### config.mk
export PLATFORM = sky130hd
export DESIGN_NAME = decode_stage_hz
export DESIGN_NICKNAME = d
export VERILOG_FILES = /design/src/rtl/decode_stage_hz.sv
export SDC_FILE = /design/constraint.sdc
export NUM_CORES = 2
export LEC_CHECK = 0
export ABC_AREA = 1
export CAP_MARGIN = 25
export CORE_ASPECT_RATIO = 1.2
export CORE_MARGIN = 5
export CORE_UTILIZATION = 40
export DETAILED_ROUTE_END_ITERATION = 10
export HOLD_SLACK_MARGIN = 0.08
export PLACE_DENSITY_LB_ADDON = 0.05
export SETUP_SLACK_MARGIN = 0.5
export SLEW_MARGIN = 20
export SYNTH_ARGS = -nofsm -noshare
export SYNTH_HDL_FRONTEND = slang
export SYNTH_HIERARCHICAL = 1
export SYNTH_SLANG_ARGS = --single-unit
### constraint.sdc
create_clock -name i_clk -period 3 [get_ports i_clk]
set_clock_uncertainty 0.15 [all_clocks]
set_input_delay 0.6 -clock i_clk [delete_from_list [all_inputs] [get_ports i_clk]]
set_output_delay 0.6 -clock i_clk [all_outputs]
set_load 0.005 [all_outputs]
### src/rtl/decode_stage_hz.sv
// RV32I/RV32E decode stage with ID/EX register, valid/ready handshake, load-use
// bubble insertion and a write-first WB->D regfile bypass.
package decode_stage_hz_pkg;

  typedef enum logic [3:0] {
    ALU_ADD    = 4'd0,
    ALU_SUB    = 4'd1,
    ALU_AND    = 4'd2,
    ALU_OR     = 4'd3,
    ALU_XOR    = 4'd4,
    ALU_SLT    = 4'd5,
    ALU_SLTU   = 4'd6,
    ALU_SLL    = 4'd7,
    ALU_SRL    = 4'd8,
    ALU_SRA    = 4'd9,
    ALU_LUI    = 4'd10,
    ALU_UNUSED = 4'd15
  } alu_op_t;

  typedef enum logic [2:0] {
    IMM_I = 3'd0,
    IMM_S = 3'd1,
    IMM_B = 3'd2,
    IMM_J = 3'd3,
    IMM_U = 3'd4
  } imm_src_t;

endpackage

module decode_stage_hz_ctrl
  import decode_stage_hz_pkg::*;
(
  input  logic [6:0] op_i,
  input  logic [2:0] funct3_i,
  input  logic       funct7b5_i,
  output logic       reg_write_o,
  output logic       mem_write_o,
  output logic       jump_o,
  output logic       branch_o,
  output logic       alu_src_o,
  output logic [1:0] result_src_o,
  output imm_src_t   imm_src_o,
  output alu_op_t    alu_ctrl_o,
  output logic [2:0] store_type_o
);

  // Register-register and register-immediate ops share funct3; only R-type uses bit 30 for SUB.
  function automatic alu_op_t alu_from_funct(input logic [2:0] f3, input logic f7b5, input logic is_r);
    alu_op_t op;
    case (f3)
      3'b000:  op = (is_r && f7b5) ? ALU_SUB : ALU_ADD;
      3'b001:  op = ALU_SLL;
      3'b010:  op = ALU_SLT;
      3'b011:  op = ALU_SLTU;
      3'b100:  op = ALU_XOR;
      3'b101:  op = f7b5 ? ALU_SRA : ALU_SRL;
      3'b110:  op = ALU_OR;
      3'b111:  op = ALU_AND;
      default: op = ALU_ADD;
    endcase
    return op;
  endfunction

  // Main opcode decoder.
  always_comb begin
    reg_write_o  = 1'b0;
    mem_write_o  = 1'b0;
    jump_o       = 1'b0;
    branch_o     = 1'b0;
    alu_src_o    = 1'b0;
    result_src_o = 2'b00;
    imm_src_o    = IMM_I;
    alu_ctrl_o   = ALU_UNUSED;
    store_type_o = 3'b010;
    case (op_i)
      7'b0000011: begin
        reg_write_o  = 1'b1;
        alu_src_o    = 1'b1;
        result_src_o = 2'b01;
        alu_ctrl_o   = ALU_ADD;
      end
      7'b0100011: begin
        mem_write_o  = 1'b1;
        alu_src_o    = 1'b1;
        imm_src_o    = IMM_S;
        alu_ctrl_o   = ALU_ADD;
        store_type_o = funct3_i;
      end
      7'b0110011: begin
        reg_write_o = 1'b1;
        alu_ctrl_o  = alu_from_funct(funct3_i, funct7b5_i, 1'b1);
      end
      7'b0010011: begin
        reg_write_o = 1'b1;
        alu_src_o   = 1'b1;
        alu_ctrl_o  = alu_from_funct(funct3_i, funct7b5_i, 1'b0);
      end
      7'b1100011: begin
        branch_o   = 1'b1;
        imm_src_o  = IMM_B;
        alu_ctrl_o = ALU_SUB;
      end
      7'b1101111: begin
        reg_write_o  = 1'b1;
        jump_o       = 1'b1;
        result_src_o = 2'b10;
        imm_src_o    = IMM_J;
        alu_ctrl_o   = ALU_ADD;
      end
      7'b0110111: begin
        reg_write_o = 1'b1;
        alu_src_o   = 1'b1;
        imm_src_o   = IMM_U;
        alu_ctrl_o  = ALU_LUI;
      end
      default: begin
        reg_write_o = 1'b0;
      end
    endcase
  end

endmodule

module decode_stage_hz_ext
  import decode_stage_hz_pkg::*;
(
  input  logic [31:7] instr_i,
  input  imm_src_t    imm_src_i,
  output logic [31:0] imm_ext_o
);

  // Immediate reassembly and sign extension per instruction format.
  always_comb begin
    imm_ext_o = 32'd0;
    case (imm_src_i)
      IMM_I:   imm_ext_o = {{20{instr_i[31]}}, instr_i[31:20]};
      IMM_S:   imm_ext_o = {{20{instr_i[31]}}, instr_i[31:25], instr_i[11:7]};
      IMM_B:   imm_ext_o = {{19{instr_i[31]}}, instr_i[31], instr_i[7], instr_i[30:25], instr_i[11:8], 1'b0};
      IMM_J:   imm_ext_o = {{11{instr_i[31]}}, instr_i[31], instr_i[19:12], instr_i[20], instr_i[30:21], 1'b0};
      IMM_U:   imm_ext_o = {instr_i[31:12], 12'd0};
      default: imm_ext_o = 32'd0;
    endcase
  end

endmodule

module decode_stage_hz
  import decode_stage_hz_pkg::*;
#(
  parameter int DATA_WIDTH = 32,
  parameter int ADDR_WIDTH = 5,
  parameter int PC_WIDTH   = 11,
  parameter int WB_BYPASS  = 1,
  parameter int PERF_W     = 16
) (
  input  logic                  i_clk,
  input  logic                  i_rst_n,
  input  logic                  i_valid_d,
  output logic                  o_ready_d,
  input  logic [DATA_WIDTH-1:0] i_instr_d,
  input  logic [PC_WIDTH-1:0]   i_pc_d,
  input  logic [PC_WIDTH-1:0]   i_pc4_d,
  input  logic                  i_stall_e,
  input  logic                  i_flush_e,
  input  logic                  i_reg_write_w,
  input  logic [ADDR_WIDTH-1:0] i_rd_addr_w,
  input  logic [DATA_WIDTH-1:0] i_result_w,
  input  logic                  i_zero_e,
  output logic                  o_valid_e,
  output logic                  o_regwrite_e,
  output logic                  o_memwrite_e,
  output logic                  o_jump_e,
  output logic                  o_branch_e,
  output logic                  o_alusrc_e,
  output logic [1:0]            o_resultsrc_e,
  output alu_op_t               o_aluctrl_e,
  output logic [2:0]            o_storetype_e,
  output logic [DATA_WIDTH-1:0] o_rs1_data_e,
  output logic [DATA_WIDTH-1:0] o_rs2_data_e,
  output logic [DATA_WIDTH-1:0] o_immext_e,
  output logic [ADDR_WIDTH-1:0] o_rs1_addr_e,
  output logic [ADDR_WIDTH-1:0] o_rs2_addr_e,
  output logic [ADDR_WIDTH-1:0] o_rd_addr_e,
  output logic [PC_WIDTH-1:0]   o_pc_e,
  output logic [PC_WIDTH-1:0]   o_pc4_e,
  output logic                  o_pcsrc_e,
  output logic                  o_lduse_stall,
  output logic [PERF_W-1:0]     o_bubble_cnt
);

  localparam int NUM_REGS = 1 << ADDR_WIDTH;
  localparam logic [ADDR_WIDTH-1:0] REG_ZERO = {ADDR_WIDTH{1'b0}};
  localparam logic [DATA_WIDTH-1:0] DATA_ZERO = {DATA_WIDTH{1'b0}};
  localparam logic [PERF_W-1:0] CNT_MAX = {PERF_W{1'b1}};

  typedef struct packed {
    logic                  valid;
    logic                  reg_write;
    logic                  mem_write;
    logic                  jump;
    logic                  branch;
    logic                  alu_src;
    logic [1:0]            result_src;
    alu_op_t               alu_ctrl;
    logic [2:0]            store_type;
    logic [DATA_WIDTH-1:0] rs1_data;
    logic [DATA_WIDTH-1:0] rs2_data;
    logic [DATA_WIDTH-1:0] imm_ext;
    logic [ADDR_WIDTH-1:0] rs1_addr;
    logic [ADDR_WIDTH-1:0] rs2_addr;
    logic [ADDR_WIDTH-1:0] rd_addr;
    logic [PC_WIDTH-1:0]   pc;
    logic [PC_WIDTH-1:0]   pc4;
  } idex_t;

  localparam idex_t IDEX_BUBBLE = '{alu_ctrl: ALU_UNUSED, store_type: 3'b010, default: '0};

  logic [DATA_WIDTH-1:0] regs_q [NUM_REGS];
  idex_t                 idex_q, idex_d, idex_load_s;
  logic [PERF_W-1:0]     cnt_q, cnt_d;

  logic [ADDR_WIDTH-1:0] rs1_s, rs2_s, rd_s;
  logic [DATA_WIDTH-1:0] rs1_data_s, rs2_data_s, imm_ext_s;
  logic [31:0]           imm32_s;
  logic                  byp1_s, byp2_s, lduse_s;
  logic                  reg_write_s, mem_write_s, jump_s, branch_s, alu_src_s;
  logic [1:0]            result_src_s;
  imm_src_t              imm_src_s;
  alu_op_t               alu_ctrl_s;
  logic [2:0]            store_type_s;

  // With ADDR_WIDTH=4 the top address bit of each field is dropped, so x16..x31 alias x0..x15.
  assign rs1_s = i_instr_d[15 +: ADDR_WIDTH];
  assign rs2_s = i_instr_d[20 +: ADDR_WIDTH];
  assign rd_s  = i_instr_d[7 +: ADDR_WIDTH];

  decode_stage_hz_ctrl u_ctrl (
    .op_i         (i_instr_d[6:0]),
    .funct3_i     (i_instr_d[14:12]),
    .funct7b5_i   (i_instr_d[30]),
    .reg_write_o  (reg_write_s),
    .mem_write_o  (mem_write_s),
    .jump_o       (jump_s),
    .branch_o     (branch_s),
    .alu_src_o    (alu_src_s),
    .result_src_o (result_src_s),
    .imm_src_o    (imm_src_s),
    .alu_ctrl_o   (alu_ctrl_s),
    .store_type_o (store_type_s)
  );

  decode_stage_hz_ext u_ext (
    .instr_i   (i_instr_d[31:7]),
    .imm_src_i (imm_src_s),
    .imm_ext_o (imm32_s)
  );

  assign imm_ext_s = DATA_WIDTH'(imm32_s);

  // Write-first bypass: a WB write in the same cycle wins over the stored value.
  assign byp1_s = (WB_BYPASS != 0) && i_reg_write_w && (i_rd_addr_w == rs1_s);
  assign byp2_s = (WB_BYPASS != 0) && i_reg_write_w && (i_rd_addr_w == rs2_s);
  assign rs1_data_s = (rs1_s == REG_ZERO) ? DATA_ZERO : (byp1_s ? i_result_w : regs_q[rs1_s]);
  assign rs2_data_s = (rs2_s == REG_ZERO) ? DATA_ZERO : (byp2_s ? i_result_w : regs_q[rs2_s]);

  // Register file write port; x0 is never written.
  always_ff @(posedge i_clk or negedge i_rst_n) begin
    if (!i_rst_n) begin
      for (int i = 0; i < NUM_REGS; i++) begin
        regs_q[i] <= DATA_ZERO;
      end
    end else if (i_reg_write_w && (i_rd_addr_w != REG_ZERO)) begin
      regs_q[i_rd_addr_w] <= i_result_w;
    end
  end

  // rs2 is compared even for formats without an rs2 field; a spurious bubble is harmless.
  assign lduse_s = i_valid_d && idex_q.valid && (idex_q.result_src == 2'b01)
                 && (idex_q.rd_addr != REG_ZERO)
                 && ((rs1_s == idex_q.rd_addr) || (rs2_s == idex_q.rd_addr));

  assign o_ready_d     = !i_stall_e && !lduse_s;
  assign o_lduse_stall = lduse_s;

  // Fields captured into ID/EX when a decoded instruction advances.
  always_comb begin
    idex_load_s            = IDEX_BUBBLE;
    idex_load_s.valid      = 1'b1;
    idex_load_s.reg_write  = reg_write_s;
    idex_load_s.mem_write  = mem_write_s;
    idex_load_s.jump       = jump_s;
    idex_load_s.branch     = branch_s;
    idex_load_s.alu_src    = alu_src_s;
    idex_load_s.result_src = result_src_s;
    idex_load_s.alu_ctrl   = alu_ctrl_s;
    idex_load_s.store_type = store_type_s;
    idex_load_s.rs1_data   = rs1_data_s;
    idex_load_s.rs2_data   = rs2_data_s;
    idex_load_s.imm_ext    = imm_ext_s;
    idex_load_s.rs1_addr   = rs1_s;
    idex_load_s.rs2_addr   = rs2_s;
    idex_load_s.rd_addr    = rd_s;
    idex_load_s.pc         = i_pc_d;
    idex_load_s.pc4        = i_pc4_d;
  end

  // ID/EX next state: hold on EX stall, otherwise bubble on flush, load-use or empty D.
  always_comb begin
    idex_d = idex_q;
    if (i_stall_e) begin
      idex_d = idex_q;
    end else if (i_flush_e || lduse_s || !i_valid_d) begin
      idex_d = IDEX_BUBBLE;
    end else begin
      idex_d = idex_load_s;
    end
  end

  // ID/EX pipeline register.
  always_ff @(posedge i_clk or negedge i_rst_n) begin
    if (!i_rst_n) begin
      idex_q <= IDEX_BUBBLE;
    end else begin
      idex_q <= idex_d;
    end
  end

  // A bubble is counted only when it actually enters EX.
  always_comb begin
    cnt_d = cnt_q;
    if (lduse_s && !i_stall_e && !i_flush_e && (cnt_q != CNT_MAX)) begin
      cnt_d = cnt_q + PERF_W'(1);
    end else begin
      cnt_d = cnt_q;
    end
  end

  // Saturating load-use bubble counter.
  always_ff @(posedge i_clk or negedge i_rst_n) begin
    if (!i_rst_n) begin
      cnt_q <= {PERF_W{1'b0}};
    end else begin
      cnt_q <= cnt_d;
    end
  end

  assign o_bubble_cnt  = cnt_q;
  assign o_valid_e     = idex_q.valid;
  assign o_regwrite_e  = idex_q.reg_write;
  assign o_memwrite_e  = idex_q.mem_write;
  assign o_jump_e      = idex_q.jump;
  assign o_branch_e    = idex_q.branch;
  assign o_alusrc_e    = idex_q.alu_src;
  assign o_resultsrc_e = idex_q.result_src;
  assign o_aluctrl_e   = idex_q.alu_ctrl;
  assign o_storetype_e = idex_q.store_type;
  assign o_rs1_data_e  = idex_q.rs1_data;
  assign o_rs2_data_e  = idex_q.rs2_data;
  assign o_immext_e    = idex_q.imm_ext;
  assign o_rs1_addr_e  = idex_q.rs1_addr;
  assign o_rs2_addr_e  = idex_q.rs2_addr;
  assign o_rd_addr_e   = idex_q.rd_addr;
  assign o_pc_e        = idex_q.pc;
  assign o_pc4_e       = idex_q.pc4;
  assign o_pcsrc_e     = idex_q.valid && ((idex_q.branch && i_zero_e) || idex_q.jump);

endmodule
# [Word-level counts from Yosys, hierarchy flattened]
# Cells that the tools add are included.
[totals] in_bits=98 elab_cells=141 rom_bits=0 register_bits=1188 latchBits=0 mem_count=0 out_inout_bits=167 ram_bits=0
[op_classes] n_mul=0 shifts=0 muxes=28 div_mod_pow=0 magnitude_cmp=4 reduce_logical=31 n_addsub=1 n_bitwise=3 n_eq_ne=24
[ops] operator="$bwmux 1024" n=1
[ops] operator="$bmux 32 s5" n=2
[ops] operator="$mux 32" n=9
[ops] operator="$demux 32 s5" n=1
[ops] operator="$pmux 32 s5" n=1
[ops] operator="$mux 148" n=1
[ops] operator="$pmux 4 s8" n=2
[ops] operator="$eq 7x6->1 const B" n=3
[ops] operator="$eq 5x5->1" n=4
[ops] operator="$pmux 4 s5" n=1
[ops] operator="$ge 6x6->1 const B" n=3
[ops] operator="$not 5->6" n=3
[ops] operator="$add 16x1->16 const B" n=1
[ops] operator="$ne 16x16->1 const B" n=1
[ops] operator="$eq 3x3->1 const B" n=5
[ops] operator="$eq 7x7->1 const B" n=2
[ops] operator="$logic_and 1x1->1" n=14
[ops] operator="$eq 3x2->1 const B" n=4
[ops] operator="$pmux 3 s4" n=1
[ops] operator="$logic_not 5->1" n=2
[ops] operator="$reduce_bool 5->1" n=2
[ops] operator="$eq 7x2->1 const B" n=1
[ops] operator="$eq 7x5->1 const B" n=1
[ops] operator="$mux 1" n=7
[ops] operator="other kinds (11)" n=19

# [Depth between registers and ports, before layout]
[logic_depth] word_depth=7 depth_mapped=14

# [By module]
# The synthesis kept the hierarchy.
[by_module_without_submodules] mod="decode_stage_hz" instances=1 cells_per_inst=9104 area_per_inst_um2=64095.2 seq_area_each_um2=29734.8
[by_module_without_submodules] mod="decode_stage_hz_ext" instances=1 cells_per_inst=83 area_per_inst_um2=386.6 seq_area_each_um2=0.0
[by_module_without_submodules] mod="decode_stage_hz_ctrl" instances=1 cells_per_inst=72 area_per_inst_um2=345.3 seq_area_each_um2=0.0

# [Least setup slack after synthesis]
# OpenSTA, ideal clock, no wires.
[synth_timing] path_kind="input -> register" from="input port i_instr_d[15]" to="register idex_q, in the netlist o_rs1_data_e[17]" setup_ns=0.116 setup_slack_ns=0.830 t_arrival_ns=1.903 cell_stages=13 path_cell_list="inv_1 > buf_2 > clkbuf_1 > clkbuf_1 > nand2_1 > nand3_1 > nand3_1 > nand3_1 > nand2_1 > nand2_1 > nand2_1 > nand2_1 > nand2_1"
[synth_via] elab_chain_len=7
[synth_lines] item="start, declared" line="160" text="input logic [DATA_WIDTH-1:0] i_instr_d,"
[synth_lines] item="$not 5->6 (implied by the code)" line="263" text="assign rs1_data_s = (rs1_s == REG_ZERO) ? DATA_ZERO : (byp1_s ? i_result_w : regs_q[rs1_s]);"
[synth_lines] item="$bmux 32 s5" line="263"
[synth_lines] item="$mux 32 (implied by the code) (2 in a row)" line="263"
[synth_lines] item="$mux 32 (2 in a row)" line="263"
[synth_lines] item="$mux 148 *" line="312" text="end else if (i_flush_e || lduse_s || !i_valid_d) begin"
[synth_lines] item="end signal, assigned" line="324" text="idex_q <= idex_d;"
[synth_lines] item="end, declared" line="219" text="idex_t idex_q, idex_d, idex_load_s;"
# Mark *: on every way between the ends. The rest lies on a longest branch, timed or not. The select of a mux whose other input is x is not followed.
# A chain may end at the register's enable or synchronous reset.

# [Final worst setup path]
[layout_timing] from="register idex_q, in the netlist o_rd_addr_e[4]" to="output port o_ready_d"
[layout_via] elab_chain_len=5
[layout_lines] item="$eq 5x5->1 or $reduce_bool 5->1 (tied branches)" line="280, 279"
[layout_lines] item="$logic_or 1x1->1 or $logic_and 1x1->1 (tied branches)" line="280, 279"
[layout_lines] item="$logic_and 1x1->1 *" line="280" text="&& ((rs1_s == idex_q.rd_addr) || (rs2_s == idex_q.rd_addr));"
[layout_lines] item="$logic_not 1->1 *" line="282" text="assign o_ready_d = !i_stall_e && !lduse_s;"
[layout_lines] item="$logic_and 1x1->1 *" line="282"
[layout_lines] item="end, declared" line="159" text="output logic o_ready_d,"
# Mark *: on every way between the ends. The rest lies on a longest branch, timed or not.

==> out/metrics.cfg <==
[floorplanning]
fp.dieArea_um2 = 170000
coreArea_um2 = 161000
io_pins = 265
die_w_um = 378
die_h_um = 451
rows = 161
start_util = 0.403

[synth]
synth_top_family_by_area = simple AND/OR/NAND/NOR gates
ys_ff_latch = 1188
synth.distinct_cells = 35
synth_xor_area_frac = 0.00176
synth_area_um2 = 64800
ys_seq_area_frac = 0.459
synth_fp_nets = 9358
synth_top_cell_area_share = 0.457
synth_simple_gate_area_frac = 0.303
syn_area_per_cell_um2 = 7.00
synth_commonest_cells = nand2_1, dfrtp_1, o21ai_0
synth_area_leaders = dfrtp_1, nand2_1, o21ai_0, nand3_1, o211ai_1
synth.most_common_cell = nand2_1
synth_mux_area_frac = 0
synth_compound_area_frac = 0.154
synthAdderAreaFrac = 0.000193
async_flop_share = 1.00
ys_warn_count = 6
yosys.area.top_type = dfrtp_1
syn_inst = 9259
ys.flop_type = dfrtp_1
synth_edf_count = 0

[global_routing]
grt_max_degree = 108
grt_use_total = 0.313
grt_pass1_wl_mm = 404
grt_overflow_total = 0
grt_pass1_vias = 61000
antenna_found_initial = 7

[critical_path]
crit_arrival_ps = 2110
worstPathRequired_ps = 2250
critPathLaunchType = flip-flop
critPathKind = flip-flop to output pin
reg2reg_depth = 13
path_max_fanout = 4
critical_path.cell_chain = nor3_2, nand3_2, nand3_2, inv_2, nand2_2, inv_2, nor2_2, buf_2
cp.depth = 8
slowest_stage = dfrtp_2
crit_family = simple AND/OR/NAND/NOR gates
critical-path-max-stage-delay_ps = 440
path_buf_inv = 3
critical_path.endpoint_type = output pin

[timing]
rsz0062_at_grt = yes
hold_viol_final = 0
finalSetupViolCount = 0
tightest_slew_ps = 833
finalCriticalPeriod_ps = 2860
fmax_ghz = 0.349
drv_slew = 0
fin_crit_sh = 0.955
maxSlewHeadroom = 0.445
finalSetupTns_ps = 0

[detailed_routing]
drc = 0
wl_mm = 271
drtIter0Drc = 6921
firstDrtPassIters = 6
wl_per_cell_um = 23.5
drtAntennaViolNets = 0
vias = 64000
routed_via_density = 5.54

[place]
dpl-instance-area_um2 = 72000
io_buffers = 264
hpwlAfterDp_mm = 164
dp_cells = 11300
place_congestion = 0.864

[clock_tree]
htreeDepth = 4
clock_path_buffers = 3
path_clk_slew_ps = 60
clock_latency_ps = 800
clock-sinks = 1188
cts-root-buf = clkbuf_16
cts_inserted_buffers = 139
cts_tree = done

[pwr]
peakVddDrop_mv = 0.435
power_mw = 47.2
p_leak_nw = 37.0
cellPowerDensity_nw_per_um2 = 613

[job]
drv_cap = 0

[hold_path]
worstHoldPathType = input pin to flip-flop
hold_depth = 3

[finish]
drive_gt1_frac = 0.0808
final_net_count = 9431
layoutNonFillerInstCount = 11600
final_util = 0.478
final_area_um2 = 76900
area_delta_synth_final_pct = 18.6

[run_status]
status = finished clean

tightest hold or removal path, delay by kind of cell:
| family | cells | cell delay, ps |
|---|---|---|
| buffers and inverters | 1 | 400 |
| AND/OR/NAND/NOR | 2 | 100 |
repair_timing:
action	in CTS	in global routing
endpoints found under the hold margin	314	0
buffers inserted	34	2
hold buffers	5	0
gates resized for setup	144	14
pin swaps	6	8
endpoints found under the setup margin	109	11
report_power, final:
| part | switching (mW) | total (mW) | internal [mW] |
|---|---|---|---|
| logic | 5.74 | 9.12 | 3.38 |
| clock network | 7.19 | 17.5 | 10.3 |
| registers | 1.78 | 20.6 | 18.8 |
| total | 14.7 | 47.2 | 32.5 |
through the flow:
stage,worst slack (ps),hold WS (ps)
floorplan,830,154
global placement,-53.4,215
detailed placement,-33.0,216
CTS,29.9,127
global route,49.9,170
finish,136,191
layer usage:
layer	wire, um	track usage	up-vias
li1	-	-	30000
met2	122000	0.497	2685
met1	117000	0.430	30800
met5	0	0	-
met3	19700	0.0477	583
met4	11800	0.127	0
cells in the final DEF (no fill, tap or decap), types with 7 or more instances in the layout:
cell,n
dlygate4sd2_1,89
buf_12,141
nor2_1,528
buf_6,8
dfrtp_2,30
o211ai_1,366
nand2_2,19
bufinv_16,8
nand3_2,7
o21ai_0,1134
nand2_4,15
nand3_1,890
xor2_1,10
clkbuf_16,150
clkinv_2,16
inv_1,600
nor2_4,17
inv_2,21
o21ai_1,43
clkbuf_1,45
clkbuf_8,20
nand2_1,3357
clkdlybuf4s50_1,154
buf_4,266
dfrtp_1,1153
nor3_1,14
o22ai_1,13
a21oi_1,252
final cells by class:
| type | instances | area, um2 |
|---|---|---|
| multi-input combinational | 6696 | 30000 |
| sequential | 1188 | 29800 |
| clock buffer | 215 | 4200 |
| tap | 2119 | 2650 |
| fill | 16300 | 83900 |
| antenna | 3 | 7.51 |
| inverter | 628 | 2390 |
| clock inverter | 29 | 385 |
| timing repair buffer | 679 | 7480 |
registers in the layout (all words and copies together) (netlist names), 2 cells and up:
name,count
o_rd_addr_e,5
o_rs2_addr_e,5
o_resultsrc_e,2
regs_q,1024
o_bubble_cnt,16
o_storetype_e,3
o_pc_e,11
o_rs1_data_e,32
o_pc4_e,11
o_rs1_addr_e,5
o_immext_e,32
o_aluctrl_e,4
o_rs2_data_e,32
final timing paths:
check                           slack, ps           start                to
worst max-delay path                  140  o_rd_addr_e[4]         o_ready_d
worst min-delay path                  190      i_pc4_d[6]        o_pc4_e[6]
worst max register to register        550  o_rd_addr_e[4]  o_rs2_data_e[21]
worst min register to register        230    regs_q[1003]      regs_q[1003]
max in group asynchronous            1370         i_rst_n  o_rs2_data_e[19]
min in group asynchronous             260         i_rst_n       regs_q[555]
cells by family (layout without fill, tap and decap cells):
kind of cell               after synthesis  count (layout)
AOI/OAI and AO/OA                     1810            1810
xor gates and xnor gates                13              13
adders and majority gates                1               1
buffers and inverters                 1375            1551
DFF                                   1188            1188
other                                    0               3
and+or+nand+nor                       4872            4872
Note: power is estimated with default switching activity, not from simulation.
